<file path="src/rtl/gelato_register_bank_arbiter.sv">
// Banked register-file read arbiter: one collect request per 3 cycles, one read per bank per round.
// Optional conflict statistics are enabled with `define GELATO_BANK_CONFLICT_STAT_EN.
module gelato_register_bank_arbiter #(
  parameter int COLLECTOR_SIZE = 4,
  parameter int BANK_NUM       = 4,
  parameter int REG_W          = 5,
  parameter int DATA_W         = 32,
  parameter int CIDX_W         = $clog2(COLLECTOR_SIZE),
  parameter int BANK_W         = $clog2(BANK_NUM),
  parameter int NSLOT          = COLLECTOR_SIZE * 3,
  parameter int ROW_W          = REG_W - BANK_W
) (
  input  logic                         clk,
  input  logic                         rst_n,
  input  logic                         rdy,
  input  logic                         req_valid,
  output logic                         req_ready,
  input  logic [COLLECTOR_SIZE-1:0]    req_entry_valid,
  input  logic [COLLECTOR_SIZE*CIDX_W-1:0] req_collector_num,
  input  logic [NSLOT*REG_W-1:0]       req_reg_num,
  input  logic [NSLOT-1:0]             req_reg_valid,
  output logic [BANK_NUM-1:0]          bank_rd_en,
  output logic [BANK_NUM*ROW_W-1:0]    bank_rd_addr,
  input  logic [BANK_NUM*DATA_W-1:0]   bank_rd_data,
  output logic                         resp_valid,
  output logic [BANK_NUM-1:0]          resp_data_valid,
  output logic [BANK_NUM*CIDX_W-1:0]   resp_collector_index,
  output logic [BANK_NUM*2-1:0]        resp_reg_index,
  output logic [BANK_NUM*DATA_W-1:0]   resp_data
`ifdef GELATO_BANK_CONFLICT_STAT_EN
  ,
  output logic [31:0]                  conflict_cnt,
  output logic                         conflict_any
`endif
);

  localparam int SLOT_W = $clog2(NSLOT);
  localparam logic [1:0] IDLE = 2'd0;
  localparam logic [1:0] READ = 2'd1;
  localparam logic [1:0] RESP = 2'd2;

  logic [1:0]                  state_r;
  logic [SLOT_W-1:0]           ptr_r [BANK_NUM];
  logic                        req_ready_r;
  logic [BANK_NUM-1:0]         bank_rd_en_r;
  logic [BANK_NUM*ROW_W-1:0]   bank_rd_addr_r;
  logic [BANK_NUM-1:0]         gnt_valid_r;
  logic [BANK_NUM*CIDX_W-1:0]  gnt_cidx_r;
  logic [BANK_NUM*2-1:0]       gnt_op_r;
  logic                        resp_valid_r;
  logic [BANK_NUM-1:0]         resp_data_valid_r;
  logic [BANK_NUM*CIDX_W-1:0]  resp_collector_index_r;
  logic [BANK_NUM*2-1:0]       resp_reg_index_r;
  logic [BANK_NUM*DATA_W-1:0]  data_hold_r;

  logic [NSLOT-1:0]            pending_s;
  logic [BANK_NUM-1:0]         gnt_hit_s;
  logic [SLOT_W-1:0]           gnt_slot_s [BANK_NUM];
  logic [ROW_W-1:0]            gnt_row_s [BANK_NUM];
  logic [CIDX_W-1:0]           gnt_cidx_s [BANK_NUM];
  logic [1:0]                  gnt_op_s [BANK_NUM];
  logic [SLOT_W-1:0]           next_ptr_s [BANK_NUM];
  logic [BANK_NUM*DATA_W-1:0]  lane_data_s;

`ifdef GELATO_BANK_CONFLICT_STAT_EN
  logic [31:0] conflict_cnt_r;
  logic        conflict_any_r;
  logic        conflict_flag_r;
  logic [32:0] conflict_sum_s;
  logic [31:0] lost_s;
`endif

  // Arbitration is evaluated on the incoming request so the bank strobe is registered for READ.
  always_comb begin
    int idx;
    int slot_i;
    logic take;
    idx = 0;
    slot_i = 0;
    take = 1'b0;
    pending_s = '0;
    for (int s = 0; s < NSLOT; s++) begin
      pending_s[s] = req_reg_valid[s] & req_entry_valid[s / 3];
    end
    for (int b = 0; b < BANK_NUM; b++) begin
      gnt_hit_s[b]  = 1'b0;
      gnt_slot_s[b] = '0;
      for (int k = 0; k < NSLOT; k++) begin
        idx  = int'(ptr_r[b]) + k;
        idx  = (idx >= NSLOT) ? idx - NSLOT : idx;
        take = !gnt_hit_s[b] && pending_s[idx] &&
               (req_reg_num[idx*REG_W +: BANK_W] == BANK_W'(b));
        gnt_slot_s[b] = take ? SLOT_W'(idx) : gnt_slot_s[b];
        gnt_hit_s[b]  = gnt_hit_s[b] | take;
      end
      slot_i        = int'(gnt_slot_s[b]);
      gnt_row_s[b]  = req_reg_num[slot_i*REG_W + BANK_W +: ROW_W];
      gnt_cidx_s[b] = req_collector_num[(slot_i / 3)*CIDX_W +: CIDX_W];
      gnt_op_s[b]   = 2'(slot_i % 3 + 1);
      next_ptr_s[b] = (slot_i == NSLOT - 1) ? '0 : SLOT_W'(slot_i + 1);
    end
  end

`ifdef GELATO_BANK_CONFLICT_STAT_EN
  // Losers of this round, accumulated with saturation.
  always_comb begin
    lost_s         = 32'($countones(pending_s)) - 32'($countones(gnt_hit_s));
    conflict_sum_s = {1'b0, conflict_cnt_r} + {1'b0, lost_s};
  end
`endif

  // Response lanes pass read data through during RESP and hold it afterwards.
  always_comb begin
    lane_data_s = '0;
    for (int b = 0; b < BANK_NUM; b++) begin
      lane_data_s[b*DATA_W +: DATA_W] = resp_data_valid_r[b] ? bank_rd_data[b*DATA_W +: DATA_W]
                                                               : {DATA_W{1'b0}};
    end
  end

  // Control FSM, round-robin pointers and registered outputs; rdy=0 freezes everything.
  always_ff @(posedge clk or negedge rst_n) begin
    if (!rst_n) begin
      state_r                <= IDLE;
      req_ready_r            <= 1'b1;
      bank_rd_en_r           <= '0;
      bank_rd_addr_r         <= '0;
      gnt_valid_r            <= '0;
      gnt_cidx_r             <= '0;
      gnt_op_r               <= '0;
      resp_valid_r           <= 1'b0;
      resp_data_valid_r      <= '0;
      resp_collector_index_r <= '0;
      resp_reg_index_r       <= '0;
      data_hold_r            <= '0;
      for (int b = 0; b < BANK_NUM; b++) begin
        ptr_r[b] <= '0;
      end
`ifdef GELATO_BANK_CONFLICT_STAT_EN
      conflict_cnt_r  <= 32'd0;
      conflict_any_r  <= 1'b0;
      conflict_flag_r <= 1'b0;
`endif
    end else if (rdy) begin
      case (state_r)
        IDLE: begin
          if (req_valid) begin
            state_r     <= READ;
            req_ready_r <= 1'b0;
            for (int b = 0; b < BANK_NUM; b++) begin
              bank_rd_en_r[b]                   <= gnt_hit_s[b];
              bank_rd_addr_r[b*ROW_W +: ROW_W]  <= gnt_hit_s[b] ? gnt_row_s[b] : {ROW_W{1'b0}};
              gnt_valid_r[b]                    <= gnt_hit_s[b];
              gnt_cidx_r[b*CIDX_W +: CIDX_W]    <= gnt_hit_s[b] ? gnt_cidx_s[b] : {CIDX_W{1'b0}};
              gnt_op_r[b*2 +: 2]                <= gnt_hit_s[b] ? gnt_op_s[b] : 2'd0;
              if (gnt_hit_s[b]) begin
                ptr_r[b] <= next_ptr_s[b];
              end
            end
`ifdef GELATO_BANK_CONFLICT_STAT_EN
            conflict_cnt_r  <= conflict_sum_s[32] ? 32'hFFFF_FFFF : conflict_sum_s[31:0];
            conflict_flag_r <= (lost_s != 32'd0);
`endif
          end
        end
        READ: begin
          state_r                <= RESP;
          bank_rd_en_r           <= '0;
          resp_valid_r           <= 1'b1;
          resp_data_valid_r      <= gnt_valid_r;
          resp_collector_index_r <= gnt_cidx_r;
          resp_reg_index_r       <= gnt_op_r;
`ifdef GELATO_BANK_CONFLICT_STAT_EN
          conflict_any_r <= conflict_flag_r;
`endif
        end
        RESP: begin
          state_r      <= IDLE;
          req_ready_r  <= 1'b1;
          resp_valid_r <= 1'b0;
          data_hold_r  <= lane_data_s;
`ifdef GELATO_BANK_CONFLICT_STAT_EN
          conflict_any_r <= 1'b0;
`endif
        end
        default: begin
          state_r      <= IDLE;
          req_ready_r  <= 1'b1;
          bank_rd_en_r <= '0;
          resp_valid_r <= 1'b0;
        end
      endcase
    end
  end

  assign req_ready            = req_ready_r;
  assign bank_rd_en           = bank_rd_en_r;
  assign bank_rd_addr         = bank_rd_addr_r;
  assign resp_valid           = resp_valid_r;
  assign resp_data_valid      = resp_data_valid_r;
  assign resp_collector_index = resp_collector_index_r;
  assign resp_reg_index       = resp_reg_index_r;
  assign resp_data            = (state_r == RESP) ? lane_data_s : data_hold_r;
`ifdef GELATO_BANK_CONFLICT_STAT_EN
  assign conflict_cnt = conflict_cnt_r;
  assign conflict_any = conflict_any_r;
`endif

endmodule

</file>
<file path="config.mk">
export PLATFORM = sky130hd
export DESIGN_NAME = gelato_register_bank_arbiter
export DESIGN_NICKNAME = d
export VERILOG_FILES = /design/src/rtl/gelato_register_bank_arbiter.sv
export SDC_FILE = /design/constraint.sdc
export NUM_CORES = 2
export LEC_CHECK = 0
export BUFFER_PORTS_ARGS = -buffer_cell sky130_fd_sc_hd__buf_2
export CAP_MARGIN = 25
export CELL_PAD_IN_SITES_DETAIL_PLACEMENT = 1
export CELL_PAD_IN_SITES_GLOBAL_PLACEMENT = 2
export CORE_UTILIZATION = 35
export DETAILED_ROUTE_END_ITERATION = 12
export PLACE_DENSITY = 0.88
export REMOVE_ABC_BUFFERS = 1
export SLEW_MARGIN = 0
export SYNTH_ARGS = -nofsm -noshare
export SYNTH_HDL_FRONTEND = slang
export SYNTH_SLANG_ARGS = --single-unit
</file>
<file path="constraint.sdc">
create_clock -name clk -period 9.2 [get_ports clk]
set_input_delay 2.76 -clock clk [delete_from_list [all_inputs] [get_ports clk]]
set_output_delay 2.76 -clock clk [all_outputs]
set_load 0.1 [all_outputs]
</file>
==> reports/metrics.csv <==
metric;value;unit
clk buf depth;3;
half-perimeter wire length after placement;232000;um
sequential share of the synthesized area;9.44;%
CP max stage cell;dfrtp_2;
Yosys cell types;125;
Die Height;395;um
hold_buf cts;0;
Ys Warns;0;
Final period util;96.6;%
vias in the first global route;61300;
Synth area leader;ha_1;
synthesized instance count;6787;
die area;156000;um2
startpoint types;flop;
detailed router's first-iteration violation count;6317;
Slew Limit Fails;0;
Critical Path Fanout Max;11;
layout cell share with drive strength beyond 1;23.7;%
Num CTS Buffers;25;
root buffer cell;clkbuf_16;
number of synthesized flops with an enable pin;0;
Top-Level Pins;382;
ys flop type;dfrtp_1;
Hold WS;0.472;ns
outcome;finished clean;
Top cell by count, worst path;ha_1;
Multi-input gate area;45500;um2
clk_lat worst skew;0.59;ns
post-DR wirelength/cell;31.1;um
Post-Syn Area;54100;um2
Final Hold Fails;0;
FF+latch area;5130;um2
total core area;153000;um2
post-route ant nets;0;
largest net degree at the start of global routing;149;
H-tree depth;1;
Largest delay share family, worst path;compound AO/OA/AOI/OAI gates;
CP bufs+invs;6;
initial antenna violation count;37;
GP Congestion;1.02;
Max Fclk;113;MHz
Nets;8073;
GRT Total Usage;35.7;%
number of fill cells in the layout;18600;
row cnt;143;
Hold WC Path Type;flop to flop;
clk_skew;0.0180;ns
CP startpoint;ptr_r[1];
syn avg cell area;7.97;um2
min-delay src;gnt_valid_r[3];
commonest non-fill, non-tap cell in the layout;nand2_1;
Chip Width;395;um
CP peak stage delay;0.55;ns
critical path arrival;9.41;ns
top cells by area, synth;ha_1 13%, mux4_2 9.6%, dfrtp_1 9.4%;
starting density of the core;35.5;%
Port Buffers;381;
vias per cell;6.47;
actual slew at the worst max-slew pin;1.03;ns
Area growth syn-to-layout;15.1;%
Max Cap Viol;0;
share of the synthesized area in the top cell type;12.6;%
Setup violations, final;0;
clock slew at reported path FFs;0.07;ns
routed vias;60400;
final WL;290000;um
Tmin final;8.89;ns
critical path type;flop to flop;
total gr overflow;0;
slew margin rel.;30.5;%
Async SR Flop Fraction;100;%
most frequent cells in the layout;688 x nand2_1, 562 x buf_4, 533 x ha_1;
first-pass GRT wire length;420000;um
Critical Path End Type;flop;
reg-to-reg startpoint;ptr_r[1];
Synth Register Bits;204;
clock tree from TritonCTS;yes;
drt drc;0;
CTS Sinks;204;
Pre-antenna DRT Iters;5;
Crit path required time;9.72;ns
-- synth_stat cells (38+ instances only) --
library cell  instances
clkbuf_1            293
nand3b_1             47
a211oi_1             84
o21ai_0             386
nand3_1             127
a21oi_1             301
o211ai_1             82
xor2_1               78
mux2i_1             291
and2_1               69
ha_1                544
nand4_1              38
a21o_1               87
fa_1                 52
buf_1                47
xnor2_1             154
or3_1                41
mux2_2              265
nor3_1              116
nor2b_1             157
nor2_1              360
nor3b_1              53
dfrtp_1             203
nand2b_1            188
buf_2               128
nor4_1               46
nand2_1             689
o22ai_1             105
mux4_2              230
o31ai_1              49
a22oi_1              55
inv_1               448
a31oi_1              69
-- cells by family after synthesis --
kind of cell	Yosys count	synth area share, %
AND/OR/NAND/NOR	2152	20.5
AO/OA/AOI/OAI	1829	23.6
buffers and inverters	981	7.54
multiplexers	788	20.5
adder cells (fa/ha/maj)	598	14.5
XOR/XNOR	234	3.82
flip-flops	204	9.44
other	1	0.00693
-- final cells by class --
class | instances | area share, %
multi-input combinational | 5605 | 73.0
timing repair buffer | 962 | 10.4
sequential | 204 | 8.25
tap | 2030 | 4.08
inverter | 463 | 2.83
clock buffer | 28 | 1.04
clock inverter | 17 | 0.281
antenna | 19 | 0.0764
-- flip-flops by register name, summed over array words and instances, names as in the netlist --
signal and flops:
data_hold_r 128, ptr_r 16, bank_rd_addr 12, gnt_cidx_r 8, gnt_op_r 8, resp_collector_index 8, resp_reg_index 8, bank_rd_en 4
gnt_valid_r 4, resp_data_valid 4, state_r 2, req_ready 1, resp_valid 1
-- repair_timing --
| item | in CTS | in global routing |
|---|---|---|
| setup buffers | 0 | 3 |
| resized for setup | 0 | 98 |
| setup endpoints to repair | 0 | 16 |
-- through the flow --
stage          cell area (um2)  util (%)  setup slack [ns]  cells  setup TNS, ns
2_1_floorplan            51800         -             -6.00   6272        -197.91
3_3_place_gp             60800      39.9            -0.462   9257          -1.67
3_5_place_dp             60900      39.9            0.0553   9260              0
4_1_cts                  61700      40.4            0.0755   9305              0
5_1_grt                  62200      40.8           -0.0106   9318        -0.0254
6_report                 62300      40.8             0.311   9328              0
-- per-layer routing --
| layer | routed length (um) | part of all wire (%) | global-route usage (%) | vias to the layer above |
|---|---|---|---|---|
| met5 | 115 | 0.040 | 0 | - |
| met4 | 19300 | 6.7 | 20.6 | 18 |
| met3 | 24100 | 8.3 | 6.49 | 770 |
| met2 | 129000 | 45 | 57.0 | 2867 |
| met1 | 117000 | 40 | 45.1 | 30300 |
| li1 | - | - | - | 26400 |
-- path summary, 6_finish.rpt --
| check | endpoint | cells after the start | slack (ns) |
|---|---|---|---|
| worst min-delay path | gnt_valid_r[3] | 1 | 0.47 |
| worst max register to register | gnt_op_r[7] | 35 | 0.31 |
| worst min register to register | gnt_valid_r[3] | 1 | 0.47 |
| min in group asynchronous | data_hold_r[82] | 1 | 2.18 |
| worst max-delay path | gnt_op_r[7] | 35 | 0.31 |
| max in group asynchronous | ptr_r[12] | 2 | 5.58 |
Power is left out: the tool's default activity adds up to more than one toggle a clock period on the data nets, which glitch-free logic cannot reach.
